--- src/rtl/serial_subtractor.sv ---
// Bit-serial two's-complement subtractor (D = A - B), LSB first, one full-subtractor cell.
// Optional signed-overflow output enabled by defining SERIAL_SUB_OVF_EN.
module serial_subtractor #(
  parameter int WIDTH = 8
) (
  input  logic             Clk,
  input  logic             Rst,
  input  logic             Start,
  input  logic [WIDTH-1:0] A,
  input  logic [WIDTH-1:0] B,
  output logic             Busy,
  output logic             Done,
  output logic [WIDTH-1:0] D,
  output logic             Bout
`ifdef SERIAL_SUB_OVF_EN
  ,
  output logic             Ovf
`endif
);
  localparam int CW = (WIDTH > 2) ? $clog2(WIDTH) : 1;

  typedef enum logic [1:0] {IDLE, SHIFT, DONE} state_t;

  state_t           state, state_nxt;
  logic [WIDTH-1:0] a_sr, b_sr, res;
  logic [CW-1:0]    cnt;
  logic             brw, diff, brw_nxt, last, load;

  assign diff    = a_sr[0] ^ b_sr[0] ^ brw;
  assign brw_nxt = (~a_sr[0] & b_sr[0]) | (~(a_sr[0] ^ b_sr[0]) & brw);
  assign last    = (cnt == CW'(WIDTH - 1));

  assign Busy = (state == SHIFT);
  assign Done = (state == DONE);

  always_comb begin
    state_nxt = state;
    load      = 1'b0;
    case (state)
      IDLE: if (Start) begin
        load      = 1'b1;
        state_nxt = SHIFT;
      end
      SHIFT: if (last) state_nxt = DONE;
      DONE: begin
        if (Start) begin
          load      = 1'b1;
          state_nxt = SHIFT;
        end else begin
          state_nxt = IDLE;
        end
      end
      default: state_nxt = IDLE;
    endcase
  end

  always_ff @(posedge Clk) begin
    if (Rst) state <= IDLE;
    else     state <= state_nxt;
  end

`ifdef SERIAL_SUB_OVF_EN
  logic a_msb, b_msb;

  always_ff @(posedge Clk) begin
    if (Rst) begin
      a_msb <= 1'b0;
      b_msb <= 1'b0;
      Ovf   <= 1'b0;
    end else if (load) begin
      a_msb <= A[WIDTH-1];
      b_msb <= B[WIDTH-1];
    end else if (state == SHIFT && last) begin
      // the final difference bit is the result MSB
      Ovf <= (a_msb != b_msb) && (diff != a_msb);
    end
  end
`endif

  always_ff @(posedge Clk) begin
    if (Rst) begin
      a_sr <= '0;
      b_sr <= '0;
      res  <= '0;
      cnt  <= '0;
      brw  <= 1'b0;
      D    <= '0;
      Bout <= 1'b0;
    end else if (load) begin
      a_sr <= A;
      b_sr <= B;
      cnt  <= '0;
      brw  <= 1'b0;
    end else if (state == SHIFT) begin
      a_sr <= {1'b0, a_sr[WIDTH-1:1]};
      b_sr <= {1'b0, b_sr[WIDTH-1:1]};
      res  <= {diff, res[WIDTH-1:1]};
      brw  <= brw_nxt;
      cnt  <= cnt + 1'b1;
      // result register is still one bit short here, so publish the shifted value
      if (last) begin
        D    <= {diff, res[WIDTH-1:1]};
        Bout <= brw_nxt;
      end
    end
  end
endmodule

--- config.mk ---
export PLATFORM = sky130hd
export DESIGN_NAME = serial_subtractor
export DESIGN_NICKNAME = d
export VERILOG_FILES = /design/src/rtl/serial_subtractor.sv
export SDC_FILE = /design/constraint.sdc
export NUM_CORES = 1
export LEC_CHECK = 0
export CORE_AREA = 2 2 62 64
export CTS_CLUSTER_DIAMETER = 150
export DETAILED_ROUTE_END_ITERATION = 8
export DIE_AREA = 0 0 64 66
export PLACE_DENSITY = 0.73
export SLEW_MARGIN = 20
export SYNTH_ARGS = -nofsm -noshare
export SYNTH_HDL_FRONTEND = slang
export SYNTH_SLANG_ARGS = --single-unit
export TNS_END_PERCENT = 5
--- constraint.sdc ---
create_clock -name Clk -period 1.2 [get_ports Clk]
set_clock_uncertainty 0.1 [all_clocks]
set_input_delay 0.36 -clock Clk [delete_from_list [all_inputs] [get_ports Clk]]
set_output_delay 0.36 -clock Clk [all_outputs]
set_load 0.1 [all_outputs]
Yosys cells after proc, flatten, opt, wreduce, memory -nomap -nowiden

Index checks and enable logic that the tools add are counted.

Register bits: 39
Bits of input ports: 19
Bits in read-only memories: 0
Bits in latches: 0
Logic and storage cells: 39
Memory bits (writable): 0
Output and inout port bits: 11
Memories: 0

Mux-type cells: 10
Add/subtract/negate cells: 1
Magnitude comparators: 0
Equal/unequal tests: 5
Reduce and logical (&&, ||, !) cells: 7
Div/mod/pow operators: 0
Bitwise gates (word level): 8
Shift operators: 0
Multipliers: 0

Operators by type and width:

| cell                  | count |
|---|---|
| $mux W8               | 4 |
| $pmux W2 S3           | 1 |
| $mux W2               | 2 |
| $reduce_and A2 Y1     | 2 |
| $reduce_or A2 Y1      | 2 |
| $add A3 B1 Y3 const B | 1 |
| $eq A3 B3 Y1 const B  | 1 |
| $mux W1               | 3 |
| $not A1 Y1            | 3 |
| $reduce_and A3 Y1     | 1 |
| $and A1 B1 Y1         | 2 |
| $eq A2 B1 Y1 const B  | 1 |
| $eq A2 B2 Y1 const B  | 1 |
| $logic_not A2 Y1      | 1 |
| $ne A2 B1 Y1 const B  | 1 |
| $ne A2 B2 Y1 const B  | 1 |
| $reduce_bool A2 Y1    | 1 |
| $xor A1 B1 Y1         | 2 |
| $or A1 B1 Y1          | 1 |

Longest topological paths before layout

Depth in word-level cells: 5
Gate-level depth with buffers: 7
Gate-level depth less buffers: 5

Worst setup path before layout

OpenSTA, ideal clock, no wires.

Path kind: register to output
From: register state[0]
To: output port Done
Arrival: 1664 ps
Stages on the path, launching flop included: 2
Path buffers: 0
Path slack: -924 ps
Cell sequence: dfxtp_1 > nor2b_1

Cells in the longest elaborated chain, start to end: 1

Ends and longest elaborated chain:

| what                   | line | text |
|---|---|---|
| start, declared        | 24   | `state_t state, state_nxt;` |
| start signal, assigned | 59   | `else state <= state_nxt;` |
| $eq A2 B2 Y1           | 34   | `assign Done = (state == DONE);` |
| end, declared          | 12   | `output logic Done,` |

No other way between the ends.

Worst setup path after layout

Same ends and word-level chain as after synthesis.

==> impl_metrics.env <==
export IMPL_worst_path_max_delay_cell="dfxtp_2"
export IMPL_seqPwrFrac=0.516
export IMPL_min_to="res[1]"
export IMPL_fin_crit_ns=1.575
export IMPL_nNetsFinal=240
export IMPL_p_leak_nw=0.8121
export IMPL_wl_per_cell_um=12.35
export IMPL_ir_drop_mv=0.6202
export IMPL_rsz0062_at_grt="true"
export IMPL_hp_class="reg2reg"
export IMPL_arrival_ns=1.11
export IMPL_cts_hold_buf=0
export IMPL_pwr_share_clk=0.325
export IMPL_drc_errors=0
export IMPL_cts_tree="built"
export IMPL_grt_start_max_net_pins=39
export IMPL_relSlewSlack=0.8339
export IMPL_synth_edff_count=0
export IMPL_syn_area_um2=1580
export IMPL_viasPerCell=5.202
export IMPL_core_area_um2=3551
export IMPL_gp_congestion=0.7038
export IMPL_num_vias=1389
export IMPL_ff2ff_path_depth=4
export IMPL_fin_util=0.6452
export IMPL_die_h_um=66
export IMPL_tightestPinTransition_ns=0.2492
export IMPL_worstHoldPathCells=2
export IMPL_synth_area_per_cell_um2=8.683
export IMPL_power_total_mw=2.623
export IMPL_ys_flop_type="dfxtp_1"
export IMPL_netlist_instances=182
export IMPL_initial_core_util=0.4450
export IMPL_power_density_nw_per_um2=1145
export IMPL_drive_gt1_frac=0.3059
export IMPL_synth_warnings=0
export IMPL_ant_nets=0
export IMPL_comb_power_share=0.159
export IMPL_power_internal_mw=1.957
export IMPL_worst_path_largest_cell_delay_ns=0.36
export IMPL_gr_usage_all_layers=0.1723
export IMPL_antenna_cells=0
export IMPL_numCtsBuffers=5
export IMPL_crit_chain="buf_6, nor2b_4, buf_12"
export IMPL_p_sw_frac=0.2539
export IMPL_fmax_mhz=635.0
export IMPL_synth_seq_cells=38
export IMPL_root_buffer="clkbuf_4"
export IMPL_grt_pass1_vias=1317
export IMPL_die_area_um2=4224
export IMPL_io_buffer_count=29
export IMPL_die_width_um=64
export IMPL_cp_end_kind="output pin"
export IMPL_status="finished with violations"
export IMPL_firstDrtPassIters=5
export IMPL_reg2reg_to="D[7]"
export IMPL_holdWs_ns=0.3660
export IMPL_violations="setup timing"
export IMPL_finalSetupViolCount=41
export IMPL_syn2layout_area_growth_pct=44.97
export IMPL_min_delay_start="res[1]"
export IMPL_seq_area_frac_synth=0.4814
export IMPL_grt_antenna_before_repair=0
export IMPL_htreeDepth=2
export IMPL_async_reset_ff_frac=0
export IMPL_required_ns=0.74
export IMPL_io_pins=30
export IMPL_worst_setup_path_start_kind="register"
export IMPL_switchingPower_uw=665.9
export IMPL_routed_wl_um=3298
export IMPL_clk_path_buf_depth=2
export IMPL_hpwl_um=2145
export IMPL_path_max_fanout=3
export IMPL_period_share=1.312
export IMPL_cts_sinks=38
export IMPL_layout_setup_ws_ns=-0.3749
export IMPL_overflow=0
export IMPL_clkTransAtPathRegs_ns=0.11
export IMPL_critPathKind="reg2out"
export IMPL_final_hold_viol_count=0
export IMPL_r2r_start="brw"
export IMPL_yosysUniqueCellTypes=27
export IMPL_insertion_delay_ns=0.34
export IMPL_std_cell_rows=22
export IMPL_maxCapViolations=0
export IMPL_ff2ff_setup_slack_ns=-0.13
export IMPL_syn_nets=204
export IMPL_drtIter0Drc=91
export IMPL_grt_pass1_wl_um=5699
export IMPL_drv_slew=0
## metrics by stage
stage                     setup TNS [ns]  std cells  instance area [µm²]  setup WS [ns]
after floorplan                   -3.365        182                 1600        -0.1843
after global placement            -9.602        257                 2096        -0.3799
after detailed placement          -10.15        257                 2096        -0.4088
after CTS                         -6.483        267                 2208        -0.3825
after global routing              -6.398        267                 2291        -0.4144
final                             -3.983        267                 2291        -0.3749
## cells by family (layout without fill, tap and decap cells)
| kind of cell | after synthesis | count (layout) | synth area share |
|---|---|---|---|
| adders and majority gates | 3 | 3 | 0.02850 |
| xor gates and xnor gates | 1 | 1 | 0.005543 |
| DFF | 38 | 38 | 0.4814 |
| muxes | 3 | 3 | 0.01900 |
| buffers and inverters | 19 | 56 | 0.08709 |
| AOI/OAI and AO/OA | 36 | 36 | 0.1599 |
| and+or+nand+nor | 82 | 82 | 0.2185 |
## synthesized netlist by cell type (2+ instances only)
master | instances | area share
nand2_1 | 47 | 0.11
dfxtp_1 | 38 | 0.48
a21oi_1 | 19 | 0.060
nor2_1 | 15 | 0.036
a311oi_1 | 12 | 0.067
nand3_1 | 11 | 0.035
buf_2 | 5 | 0.016
clkbuf_1 | 4 | 0.0095
buf_6 | 3 | 0.021
mux2i_1 | 3 | 0.019
nor3_1 | 3 | 0.0095
a22oi_1 | 2 | 0.0095
buf_4 | 2 | 0.0095
ha_1 | 2 | 0.016
inv_1 | 2 | 0.0048
nand2b_1 | 2 | 0.0079
nor2b_1 | 2 | 0.0079
## cell type report
class                           count  area (µm²)
Clock inverter                      3       40.04
Timing Repair Buffer               45       596.8
Tap cell                           48       60.06
Clock buffer                        5       37.54
Sequential cell                    38       782.0
Multi-Input combinational cell    125       760.7
Inverter                            3       13.76
Fill cell                         278        1260
## state kept, by name, summed over array words and instances, names as in the netlist
signal / count
b_sr: 8
state: 2
brw: 1
D: 8
cnt: 3
res: 7
Bout: 1
a_sr: 8
## what timing repair did
item,in CTS,in global routing
endpoints found under the setup margin,40,49
setup buffers,2,0
gates resized for setup,13,19
hold endpoints to repair,0,0
pin swaps,1,10
## worst max-delay path: cells and delay by family, from the launching register on
kind | cells | cell delay [ns]
simple gates | 1 | 0.12
buf+inv | 2 | 0.30
flops | 1 | 0.36
## worst max path at each step
stage	from	to	cells after the start
final	state[0]	Done	3
after detailed placement	Start	b_sr[7]	5
after CTS	state[1]	Done	3
after global placement	Start	b_sr[7]	5
after floorplan	D[1]	D[1]	0
after global routing	state[0]	Done	3
## cells in the final DEF, fill, tap and decap left out, types with 4 or more instances in the layout
cell type and count:
nand2_1 47, dfxtp_1 23, clkdlybuf4s50_1 17, buf_12 16, nor2_1 15, dfxtp_2 14, a21oi_1 13, nand3_1 11
a311oi_1 11, buf_4 7, a21oi_2 6, clkbuf_4 5, buf_6 4
## routing by layer
| layer | vias to the layer above | track usage | wire length [µm] |
|---|---|---|---|
| met5 | - | 0 | 0 |
| met4 | 0 | 0.06522 | 40 |
| met3 | 4 | 0.04940 | 132 |
| met2 | 30 | 0.2891 | 1622 |
| met1 | 658 | 0.2085 | 1503 |
| li1 | 697 | - | - |
## power by group through the flow
stage                     Sequential, mW  Combinational (mW)  Clock [mW]
after floorplan                     1.37               0.261           0
after global placement              1.38               0.379           0
after detailed placement            1.38               0.387           0
after CTS                           1.35               0.399       0.885
after global routing                1.36               0.454       0.938
final                               1.35               0.418       0.852
Note: power is estimated with default switching activity, not from simulation.
